### src/rtl/multicyc_exec_pkg.sv
// Shared types for the multicycle execute responder: request/response records,
// opcode set, controller states and opcode classification helpers.
package multicyc_exec_pkg;

  typedef enum logic [6:0] {
    OP_NOP   = 7'd0,
    OP_MULT  = 7'd1,
    OP_MULTU = 7'd2,
    OP_MUL   = 7'd3,
    OP_MADD  = 7'd4,
    OP_MADDU = 7'd5,
    OP_MSUB  = 7'd6,
    OP_MSUBU = 7'd7,
    OP_DIV   = 7'd8,
    OP_DIVU  = 7'd9,
    OP_MFHI  = 7'd10,
    OP_MFLO  = 7'd11
  } oper_t;

  typedef struct packed {
    oper_t       op;
    logic        is_multicyc;
    logic [63:0] hilo;
    logic [31:0] reg0;
    logic [31:0] reg1;
  } multicyc_req_t;

  typedef struct packed {
    logic        ready;
    logic        valid;
    logic [63:0] hilo;
  } multicyc_resp_t;

  typedef enum logic [1:0] {MC_IDLE, MC_MUL, MC_DIV, MC_DONE} multicyc_state_t;

  localparam int unsigned DIV_ITERS   = 32;
  localparam int unsigned DIV_LATENCY = 34;
  localparam int unsigned REQ_W       = $bits(multicyc_req_t);
  localparam int unsigned RESP_W      = $bits(multicyc_resp_t);

  function automatic logic is_mul_op(oper_t op);
    return op inside {OP_MULT, OP_MULTU, OP_MUL, OP_MADD, OP_MADDU, OP_MSUB, OP_MSUBU};
  endfunction

  function automatic logic is_div_op(oper_t op);
    return op inside {OP_DIV, OP_DIVU};
  endfunction

  function automatic logic is_signed_op(oper_t op);
    return op inside {OP_MULT, OP_MUL, OP_MADD, OP_MSUB, OP_DIV};
  endfunction

endpackage

### src/rtl/multicyc_div.sv
// Iterative restoring radix-2 divider: setup on start, 32 iterations on the
// operand magnitudes, then one fixup cycle where done is high and result is valid.
module multicyc_div
  import multicyc_exec_pkg::*;
(
  input  logic        clk,
  input  logic        rst,
  input  logic        start,
  input  logic        abort,
  input  logic [31:0] dividend,
  input  logic [31:0] divisor,
  input  logic        is_signed,
  output logic        busy,
  output logic        done,
  output logic [63:0] result
);

  typedef enum logic [1:0] {DvIdle, DvIter, DvFix} div_state_t;

  localparam logic [4:0] IterLast = 5'(DIV_ITERS - 1);

  div_state_t  st_q, st_d;
  logic [4:0]  iter_q;
  logic [31:0] rem_q, quo_q, dsr_q;
  logic        neg_quo_q, neg_rem_q, dz_q;
  logic        dvd_neg, dsr_neg;
  logic [32:0] trial;

  assign dvd_neg = is_signed & dividend[31];
  assign dsr_neg = is_signed & divisor[31];
  // Borrow out of bit 32 means the shifted remainder was smaller than the divisor.
  assign trial   = {rem_q, quo_q[31]} - {1'b0, dsr_q};

  always_ff @(posedge clk) begin
    if (rst) st_q <= DvIdle;
    else     st_q <= st_d;
  end

  always_comb begin
    st_d = st_q;
    case (st_q)
      DvIdle:  if (start) st_d = DvIter;
      DvIter:  if (iter_q == IterLast) st_d = DvFix;
      DvFix:   st_d = DvIdle;
      default: st_d = DvIdle;
    endcase
    if (abort) st_d = DvIdle;
  end

  always_ff @(posedge clk) begin
    if (rst) begin
      iter_q    <= '0;
      rem_q     <= '0;
      quo_q     <= '0;
      dsr_q     <= '0;
      neg_quo_q <= 1'b0;
      neg_rem_q <= 1'b0;
      dz_q      <= 1'b0;
    end else if (start) begin
      iter_q    <= '0;
      rem_q     <= '0;
      quo_q     <= dvd_neg ? -dividend : dividend;
      dsr_q     <= dsr_neg ? -divisor : divisor;
      neg_quo_q <= dvd_neg ^ dsr_neg;
      neg_rem_q <= dvd_neg;
      dz_q      <= (divisor == '0);
    end else if (st_q == DvIter) begin
      iter_q <= iter_q + 5'd1;
      if (!trial[32]) begin
        rem_q <= trial[31:0];
        quo_q <= {quo_q[30:0], 1'b1};
      end else begin
        rem_q <= {rem_q[30:0], quo_q[31]};
        quo_q <= {quo_q[30:0], 1'b0};
      end
    end
  end

  assign busy = (st_q != DvIdle);
  assign done = (st_q == DvFix);
  // Divide by zero already leaves rem = |dividend|; sign fixup restores the dividend.
  assign result = {neg_rem_q ? -rem_q : rem_q,
                   dz_q ? 32'hFFFF_FFFF : (neg_quo_q ? -quo_q : quo_q)};

endmodule

### src/rtl/multicyc_exec.sv
// Multicycle responder for the EX stage: multiply/accumulate through a short
// register chain, divide through multicyc_div, result returned as a new HI/LO pair.
module multicyc_exec
  import multicyc_exec_pkg::*;
#(
  parameter int unsigned MUL_LATENCY = 3
) (
  input  logic              clk,
  input  logic              rst,
  input  logic              flush,
  input  logic [REQ_W-1:0]  req,
  output logic [RESP_W-1:0] resp
);

  localparam logic [2:0] MulLast = 3'(MUL_LATENCY - 1);

  if (MUL_LATENCY < 2 || MUL_LATENCY > 4) begin : g_bad_mul_lat
    $error("MUL_LATENCY must be in 2..4");
  end
  if (DIV_LATENCY != DIV_ITERS + 2) begin : g_bad_div_lat
    $error("DIV_LATENCY must equal setup + iterations + fixup");
  end

  multicyc_req_t   r;
  multicyc_resp_t  o;
  multicyc_state_t state_q, state_d;
  logic [2:0]      cnt_q;
  oper_t           op_q;
  logic [31:0]     a_q, b_q;
  logic [63:0]     acc_q, result_q;
  logic            accept, div_start, passthru, mul_last;
  logic            div_busy, div_done;
  logic [63:0]     div_result;
  logic [63:0]     a64, b64, prod, mul_result;

  assign r         = multicyc_req_t'(req);
  assign resp      = o;
  assign accept    = (state_q == MC_IDLE) && r.is_multicyc && !flush;
  assign div_start = accept && is_div_op(r.op);
  assign passthru  = accept && !is_mul_op(r.op) && !is_div_op(r.op);
  assign mul_last  = (state_q == MC_MUL) && (cnt_q == MulLast);

  always_ff @(posedge clk) begin
    if (rst) state_q <= MC_IDLE;
    else     state_q <= state_d;
  end

  always_comb begin
    state_d = state_q;
    case (state_q)
      MC_IDLE: begin
        if (accept) begin
          if (is_mul_op(r.op))      state_d = MC_MUL;
          else if (is_div_op(r.op)) state_d = MC_DIV;
          else                      state_d = MC_DONE;
        end
      end
      MC_MUL:  if (mul_last) state_d = MC_DONE;
      MC_DIV:  if (div_done) state_d = MC_DONE;
      MC_DONE: state_d = MC_IDLE;
      default: state_d = MC_IDLE;
    endcase
    if (flush) state_d = MC_IDLE;
  end

  // Operands are latched at accept; the product settles over the MUL cycles.
  assign a64  = is_signed_op(op_q) ? {{32{a_q[31]}}, a_q} : {32'd0, a_q};
  assign b64  = is_signed_op(op_q) ? {{32{b_q[31]}}, b_q} : {32'd0, b_q};
  assign prod = a64 * b64;

  always_comb begin
    case (op_q)
      OP_MADD, OP_MADDU: mul_result = acc_q + prod;
      OP_MSUB, OP_MSUBU: mul_result = acc_q - prod;
      default:           mul_result = prod;
    endcase
  end

  always_ff @(posedge clk) begin
    if (rst) begin
      cnt_q    <= '0;
      op_q     <= OP_NOP;
      a_q      <= '0;
      b_q      <= '0;
      acc_q    <= '0;
      result_q <= '0;
    end else begin
      if (accept) begin
        cnt_q <= 3'd1;
        op_q  <= r.op;
        a_q   <= r.reg0;
        b_q   <= r.reg1;
        acc_q <= r.hilo;
      end else if (state_q == MC_MUL) begin
        cnt_q <= cnt_q + 3'd1;
      end
      if (!flush) begin
        if (passthru)      result_q <= r.hilo;
        else if (mul_last) result_q <= mul_result;
        else if (div_done) result_q <= div_result;
      end
    end
  end

  multicyc_div u_div (
    .clk       (clk),
    .rst       (rst),
    .start     (div_start),
    .abort     (flush),
    .dividend  (r.reg0),
    .divisor   (r.reg1),
    .is_signed (is_signed_op(r.op)),
    .busy      (div_busy),
    .done      (div_done),
    .result    (div_result)
  );

  always_comb begin
    o.ready = 1'b0;
    o.valid = 1'b0;
    o.hilo  = result_q;
    if (rst) begin
      o.hilo = '0;
    end else if (state_q == MC_IDLE && !r.is_multicyc) begin
      o.ready = 1'b1;
      o.valid = 1'b1;
      o.hilo  = r.hilo;
    end else if (state_q == MC_DONE && !flush) begin
      o.ready = 1'b1;
      o.valid = 1'b1;
    end
  end

  a_div_busy: assert property (@(posedge clk) disable iff (rst) (state_q == MC_DIV) |-> div_busy);

endmodule

### config.mk
export PLATFORM = sky130hd
export DESIGN_NAME = multicyc_exec
export DESIGN_NICKNAME = d
export VERILOG_FILES = /design/src/rtl/multicyc_exec_pkg.sv /design/src/rtl/multicyc_div.sv /design/src/rtl/multicyc_exec.sv
export SDC_FILE = /design/constraint.sdc
export NUM_CORES = 2
export LEC_CHECK = 0
export BUFFER_PORTS_ARGS = -buffer_cell sky130_fd_sc_hd__buf_2
export CORE_ASPECT_RATIO = 0.8
export CORE_MARGIN = 8
export CORE_UTILIZATION = 60
export CTS_CLUSTER_DIAMETER = 150
export DETAILED_ROUTE_END_ITERATION = 10
export GPL_TIMING_DRIVEN = 0
export PLACE_DENSITY = 0.79
export SLEW_MARGIN = 30
export SYNTH_ARGS = -nofsm -noshare
export SYNTH_HDL_FRONTEND = slang
export SYNTH_SLANG_ARGS = --single-unit
### constraint.sdc
create_clock -name clk -period 12.3 [get_ports clk]
set_clock_uncertainty 0.2 [all_clocks]
set_input_delay 1.23 -clock clk [delete_from_list [all_inputs] [get_ports clk]]
set_output_delay 1.23 -clock clk [all_outputs]
set_load 0.05 [all_outputs]
; After elaboration in Yosys (flattened, before gate mapping)
; Cells that the tools add are included.
[word_totals]
reg_bits = 310
latch_bits = 0
ram_bits = 0
rom_bits = 0
in_bits = 139
out_inout_bits = 66
elab_cells = 119
memories = 0
[classes]
addsub = 9
mul = 1
n_div = 0
magnitude_cmp = 0
eq_ne = 28
shift = 0
n_mux = 31
bitwise = 4
reduce_logical = 30
[op_table]
columns = op, n
row1 = 64-bit 2-to-1 mux, 7
row2 = 32-bit 2-to-1 mux, 8
row3 = 32-bit negation, 4
row4 = 64-bit case mux with 2 select lines, 1
row5 = 64-bit adder, 1
row6 = 64-bit by 64-bit multiplier with 64-bit output, 1
row7 = 64-bit subtractor, 1
row8 = 7-bit by 3-bit == test with 1-bit output (second input constant), 8
row9 = 33-bit by 32-bit subtractor with 33-bit output, 1
row10 = 32-bit zero test, 1
row11 = 7-bit by 2-bit == test with 1-bit output (second input constant), 3
row12 = 7-bit by 4-bit == test with 1-bit output (second input constant), 3
row13 = 2-bit 2-to-1 mux, 9
row14 = 7-bit by 1-bit == test with 1-bit output (second input constant), 2
row15 = 5-bit nonzero test, 2
row16 = 2-bit OR reduction, 5
row17 = 1-bit logical AND, 8
row18 = 2-bit inequality test (second input constant), 4
row19 = 2-bit case mux with 4 select lines, 1
row20 = 7-bit nonzero test, 1
row21 = 2-bit == test (second input constant), 3
row22 = 2-bit nonzero test, 3
row23 = 5-bit by 1-bit adder with 5-bit output (second input constant), 1
row24 = 5-bit == test (second input constant), 1
row25 = 14 further kinds, 24

; Logic depth before layout (Yosys ltp)
[depth]
ltp_word = 8
depth_mapped = 53

; By module
; A second synthesis with hierarchy kept.
[unflattened]
hier_cells = 8606
hier_area_um2 = 71790.1
[modules_own_cells]
columns = mod, instances, cells_each, area_per_inst_um2, seq_area_each_um2
row1 = multicyc_exec, 1, 7378, 63029.2, 4083.9
row2 = multicyc_div, 1, 1228, 8760.9, 2122.0

; Worst setup path after synthesis
; OpenSTA, ideal clock, no wires.
[synth_path]
path_type = flip-flop to flip-flop
start = reg op_q[6]
end = reg result_q[61]
setup_ps = 127
arrival_time_ps = 12034
setup_slack_ps = -62
stages_incl_launch_ff = 47
path_buffers = 3
synth_period_minus_slack_ps = 12362
cell_sequence = dfxtp_1 nor3_1 o311ai_1 nor2_1 clkbuf_1 clkbuf_1 nand2_1 fa_1 inv_1 fa_1 inv_1 fa_1 inv_1 fa_1 inv_1 fa_1 inv_1 fa_1 [11 not listed] nand2_1 xnor2_1 or4_1 or3b_2 nor2_1 nor2_1 xnor2_1 ha_1 nor2b_1 o21ai_0 nand2b_1 a21o_1 a21o_1 a21oi_1 nor2b_1 or4_1 a21o_1 o2bb2ai_1
[synth_via]
elab_chain_len = 8
[synth_rtl]
columns = item, line
row1 = start: declaration, multicyc_exec.sv:28  ; oper_t op_q;
row2 = start signal: assignment, multicyc_exec.sv:90  ; op_q <= r.op;
row3 = "7-bit by 1-bit == test with 1-bit output, or another cell as far along", multicyc_exec_pkg.sv:50  ; return op inside {OP_MULT, OP_MUL, OP_MADD, OP_MSUB, OP_DIV};
row4 = 5-bit nonzero test, multicyc_exec_pkg.sv:50
row5 = "64-bit 2-to-1 mux, on equally long branches", "multicyc_exec.sv:67, multicyc_exec.sv:68"
row6 = 64-bit by 64-bit multiplier with 64-bit output, multicyc_exec.sv:69  ; assign prod = a64 * b64;
row7 = 64-bit subtractor or 64-bit adder (tied branches), "multicyc_exec.sv:74, multicyc_exec.sv:73"
row8 = 64-bit case mux with 2 select lines *, multicyc_exec.sv:72  ; case (op_q)
row9 = 64-bit 2-to-1 mux *, multicyc_exec.sv:99  ; else if (mul_last) result_q <= mul_result;
row10 = 64-bit 2-to-1 mux *, multicyc_exec.sv:98  ; if (passthru) result_q <= r.hilo;
row11 = end signal: assignment, multicyc_exec.sv:98
row12 = end signal: assignment, multicyc_exec.sv:99
row13 = end signal: assignment, multicyc_exec.sv:100  ; else if (div_done) result_q <= div_result;
row14 = end: declaration, multicyc_exec.sv:30  ; logic [63:0] acc_q, result_q;
; Mark *: on every way between the ends. The rest lies on a longest branch, timed or not.
; A chain may end at the register's enable or synchronous reset.

; Final worst setup path
[layout_path]
start = reg op_q[1]
end = reg result_q[63]
; The elaborated chain is that of the path after synthesis.

==> report_table.html <==
<table>
<tr><th>Metric</th><th>Value</th></tr>
<tr><th colspan="2">Outcome</th></tr>
<tr><td>Status</td><td>finished, violations left</td></tr>
<tr><td>Failing checks</td><td>setup timing</td></tr>
<tr><th colspan="2">Synth</th></tr>
<tr><td>Number of synthesized flops with an enable pin</td><td>0</td></tr>
<tr><td>Post-Syn Instances</td><td>between 8,000 and 9,000</td></tr>
<tr><td>Summed instance area of the synthesized netlist</td><td>~70,000 um2</td></tr>
<tr><td>Post-synth net total</td><td>around 10,000</td></tr>
<tr><td>Flip-flop and latch count after synthesis</td><td>between 300 and 400</td></tr>
<tr><td>Unique masters post-synth</td><td>approximately 110</td></tr>
<tr><td>Async S/R FF share, synth</td><td>0%</td></tr>
<tr><td>Synth Area per Inst</td><td>approximately 8.4 um2</td></tr>
<tr><td>Count of synthesis-stage warnings from yosys</td><td>0</td></tr>
<tr><td>Register area share after synthesis</td><td>about 8.8%</td></tr>
<tr><td>Dominant register cell in the synthesized netlist</td><td>sky130_fd_sc_hd__dfxtp_1</td></tr>
<tr><th colspan="2">STA</th></tr>
<tr><td>Worst slack on hold paths</td><td>0.262 ns</td></tr>
<tr><td>Hold Vio Cnt, Final</td><td>0</td></tr>
<tr><td>Fmax</td><td>79.2 MHz</td></tr>
<tr><td>Period utilization</td><td>103%</td></tr>
<tr><td>Pin slew with the least headroom to its limit</td><td>about 1.1 ns</td></tr>
<tr><td>PnR worst setup slack</td><td>-0.325 ns</td></tr>
<tr><td>Number of max-slew violations in the final report</td><td>0</td></tr>
<tr><td>Max-Slew Margin vs Limit</td><td>roughly a quarter</td></tr>
<tr><td>Setup TNS Final</td><td>-1.68 ns</td></tr>
<tr><td>Time the final worst path needs with I/O delays and setup</td><td>12.62 ns</td></tr>
<tr><td>Setup repair after global routing missed its margin</td><td>true</td></tr>
<tr><td>Final setup violating endpoints</td><td>9</td></tr>
<tr><th colspan="2">Drt</th></tr>
<tr><td>Routed wire length</td><td>about 290,000 um</td></tr>
<tr><td>Total number of vias</td><td>around 64,000</td></tr>
<tr><td>Drt wl/cell</td><td>27.8 um</td></tr>
<tr><td>Total iterations of the first detailed-routing run</td><td>6</td></tr>
<tr><td>Iteration-0 DRC count of the detailed router</td><td>approximately 9,000</td></tr>
<tr><td>ANT nets after route</td><td>0</td></tr>
<tr><td>Number of remaining DRC errors</td><td>0</td></tr>
<tr><td>Via count normalized by instance count</td><td>slightly above 6</td></tr>
<tr><th colspan="2">Finish</th></tr>
<tr><td>Filler Cells Inserted</td><td>between 9,000 and 10,000</td></tr>
<tr><td>Ratio of cells with drive above 1 in the final layout</td><td>10.6%</td></tr>
<tr><td>Fraction of the core area covered by cells at the end of the flow</td><td>between 60% and 70%</td></tr>
<tr><td>Final Instance Area</td><td>just under 80,000 um2</td></tr>
<tr><td>Final-stage net count</td><td>between 10,000 and 15,000</td></tr>
<tr><td>Growth of design area from synthesis to finish</td><td>10.6%</td></tr>
<tr><th colspan="2">Setup path</th></tr>
<tr><td>Critical path's slowest cell</td><td>sky130_fd_sc_hd__fa_1</td></tr>
<tr><td>Biggest cell delay along the critical path</td><td>0.60 ns</td></tr>
<tr><td>Type of origin of the critical path</td><td>register</td></tr>
<tr><td>Critical Path RT</td><td>roughly 13 ns</td></tr>
<tr><td>Worst path arrival time</td><td>approximately 13 ns</td></tr>
<tr><td>Kind of critical path</td><td>reg2reg</td></tr>
<tr><td>Crit-path max FO</td><td>8</td></tr>
<tr><td>Most common cell on crit path</td><td>sky130_fd_sc_hd__fa_1</td></tr>
<tr><td>Critical Path End Type</td><td>register</td></tr>
<tr><th colspan="2">Die</th></tr>
<tr><td>Row Count</td><td>about 110</td></tr>
<tr><td>Die Area</td><td>around 130,000 um2</td></tr>
<tr><td>Starting utilization of the core area</td><td>roughly three fifths</td></tr>
<tr><td>Y dimension of the die</td><td>about 320 um</td></tr>
<tr><td>Die Wd</td><td>about 400 um</td></tr>
<tr><td>Number of ports placed on the die boundary</td><td>roughly 210</td></tr>
<tr><td>Core Footprint</td><td>~120,000 um2</td></tr>
<tr><th colspan="2">Clocking</th></tr>
<tr><td>CTS sink count</td><td>a little over 300</td></tr>
<tr><td>Clock transition at the registers of the reported paths</td><td>~0.070 ns</td></tr>
<tr><td>CTS tree</td><td>built</td></tr>
<tr><td>Latest clock arrival within the worst-skew pair</td><td>0.66 ns</td></tr>
<tr><td>Number of buffers inserted during clock tree synthesis</td><td>30</td></tr>
<tr><td>Number of buffers between clock root and the deepest sink</td><td>3</td></tr>
<tr><td>H-tree levels</td><td>1</td></tr>
<tr><td>Root buffer cell</td><td>sky130_fd_sc_hd__clkbuf_16</td></tr>
<tr><th colspan="2">Power</th></tr>
<tr><td>Power Density</td><td>roughly 60 nW/um2</td></tr>
<tr><td>Leakage</td><td>~38 nW</td></tr>
<tr><td>Worst vdd ir</td><td>about 0.13 mV</td></tr>
<tr><th colspan="2">Global route</th></tr>
<tr><td>Total track usage</td><td>about 44%</td></tr>
<tr><td>Grt ovf</td><td>0</td></tr>
<tr><td>Largest net degree at the start of global routing</td><td>25</td></tr>
<tr><td>Global-route wire length before repair</td><td>about 420,000 um</td></tr>
<tr><td>Initial antenna violation count</td><td>42</td></tr>
<tr><td>Number of global-route vias before repair</td><td>approximately 63,000</td></tr>
<tr><th colspan="2">Placed design</th></tr>
<tr><td>GP Congestion</td><td>1.07</td></tr>
<tr><td>HPWL reported at the end of detailed placement</td><td>roughly 240,000 um</td></tr>
<tr><td>Number of input and output port buffers inserted</td><td>202</td></tr>
<tr><td>Worst slack after detailed placement</td><td>-2.70 ns</td></tr>
<tr><td>Standard cell area after detailed placement</td><td>about 74,000 um2</td></tr>
<tr><th colspan="2">Worst hold path</th></tr>
<tr><td>Worst hold path type</td><td>reg2reg</td></tr>
<tr><th colspan="2">Flow run</th></tr>
<tr><td>Max-cap violation count</td><td>0</td></tr>
</table>
[final timing paths]
kind                       end  cells past startpoint     start  slack, ns
setup reg to reg  result_q[63]                     50   op_q[1]      -0.32
hold / removal        acc_q[0]                      2  acc_q[0]       0.26
setup / recovery  result_q[63]                     50   op_q[1]      -0.32
hold reg to reg       acc_q[0]                      2  acc_q[0]       0.26
[layout by cell type, fill, tap and decap left out, types with 28 or more instances in the layout]
cell type                   Yosys  routed
sky130_fd_sc_hd__inv_1       1649    1633
sky130_fd_sc_hd__o21ai_0      206     185
sky130_fd_sc_hd__clkbuf_4       0      38
sky130_fd_sc_hd__and2_1       361     358
sky130_fd_sc_hd__o31ai_1       35      33
sky130_fd_sc_hd__xor2_1       151     140
sky130_fd_sc_hd__nand3_1       49      48
sky130_fd_sc_hd__clkbuf_2       1      56
sky130_fd_sc_hd__diode_2        0      30
sky130_fd_sc_hd__xnor2_1      213     195
sky130_fd_sc_hd__fa_1        1426    1412
sky130_fd_sc_hd__nand2_1     1454    1443
sky130_fd_sc_hd__or3_1         28      28
sky130_fd_sc_hd__nor3_1        87      74
sky130_fd_sc_hd__dfxtp_4        0      46
sky130_fd_sc_hd__o21bai_1      29      29
sky130_fd_sc_hd__ha_1         411     392
sky130_fd_sc_hd__buf_4          4     172
sky130_fd_sc_hd__a21o_1        74      74
sky130_fd_sc_hd__clkbuf_16      0      33
sky130_fd_sc_hd__dfxtp_1      310     254
sky130_fd_sc_hd__a311oi_1      56      50
sky130_fd_sc_hd__nand2b_1      37      35
sky130_fd_sc_hd__a211oi_1      91      85
sky130_fd_sc_hd__o21a_1        35      35
sky130_fd_sc_hd__nor2_1       312     297
sky130_fd_sc_hd__o211ai_1      39      39
sky130_fd_sc_hd__buf_2          9     215
sky130_fd_sc_hd__nand4_1       36      36
sky130_fd_sc_hd__a21oi_2        2      31
sky130_fd_sc_hd__clkbuf_1     431     225
sky130_fd_sc_hd__a31oi_1       41      34
sky130_fd_sc_hd__buf_6          3      34
sky130_fd_sc_hd__a21oi_1      481     447
[metal layers]
metal | vias up | part of all wire [%] | track usage [%]
li1 | 26800 | - | -
met1 | 32000 | 37 | 60.7
met2 | 4604 | 40 | 60.8
met3 | 954 | 15 | 15.8
met4 | 4 | 7.2 | 24.5
met5 | - | 0.0080 | 0
[critical path: cells and delay by family, from the launching register on]
kind / cells / cell delay [ns]
XOR/XNOR: 3 / 0.58
AO/OA/AOI/OAI: 17 / 2.81
adder cells (fa/ha/maj): 12 / 5.75
flip-flops: 1 / 0.39
buffers and inverters: 11 / 1.16
AND/OR/NAND/NOR: 7 / 1.58
[cells in the mapped netlist, drive strengths merged, types with 89 or more instances]
master,number,share of area (%)
a211oi,91,0.97
a21oi,483,3.4
and2,361,3.2
clkbuf,432,2.3
dfxtp,310,8.8
fa,1426,40
ha,411,7.3
inv,1649,8.8
nand2,1455,7.7
nor2,314,1.7
nor3,89,0.65
o21ai,214,1.5
xnor2,213,2.6
xor2,152,1.9
[through the flow]
step	power, W	cells
floorplan	0.00251	8437
global placement	0.00318	10200
detailed placement	0.00322	10200
CTS	0.00438	10200
global route	0.00479	10300
finish	0.00461	10400
[what timing repair did]
action | 4_1_cts | 5_1_grt
endpoints found under the hold margin | 0 | 0
gates resized for setup | 470 | 382
pin swaps | 60 | 95
setup buffers | 54 | 87
endpoints found under the setup margin | 41 | 32
hold buffers | 0 | 0
[area by class of cell]
cell class                      count  area [um2]  area share (%)
Sequential cell                   310        6390            8.17
Tap cell                         1539        1930            2.46
Inverter                         1649        6210            7.94
Timing Repair Buffer              345        2100            2.69
Multi-Input combinational cell   6005       57900            74.0
Clock buffer                       35         790            1.01
Buffer                            429        2540            3.24
Clock inverter                     19         284           0.363
Antenna cell                       30        75.1          0.0960
[power by group]
| group | internal (W) | switching (W) | leakage, nW |
|---|---|---|---|
| Combinational | 0.000857 | 0.00155 | 35.2 |
| Sequential | 0.00104 | 0.0000884 | 2.56 |
| Clock | 0.000589 | 0.000493 | 0.516 |
| Total | 0.00248 | 0.00213 | 38.3 |
[sequential cells by signal, indices dropped and copies added, names as in the netlist]
name	flops
acc_q	64
result_q	64
a_q	32
b_q	32
u_div.dsr_q	32
u_div.quo_q	32
u_div.rem_q	32
op_q	7
u_div.iter_q	5
cnt_q	3
state_q	2
u_div.st_q	2
u_div.dz_q	1
u_div.neg_quo_q	1
u_div.neg_rem_q	1
[cell families after synthesis]
kind of cell               synth area share (%)
DFF                                        8.78
buffers and inverters                      11.3
xor gates and xnor gates                   4.53
adders and majority gates                  47.7
AOI/OAI and AO/OA                          11.3
muxes                                     0.274
and+or+nand+nor                            16.1
No activity file was read; power rests on OpenSTA's default activity.
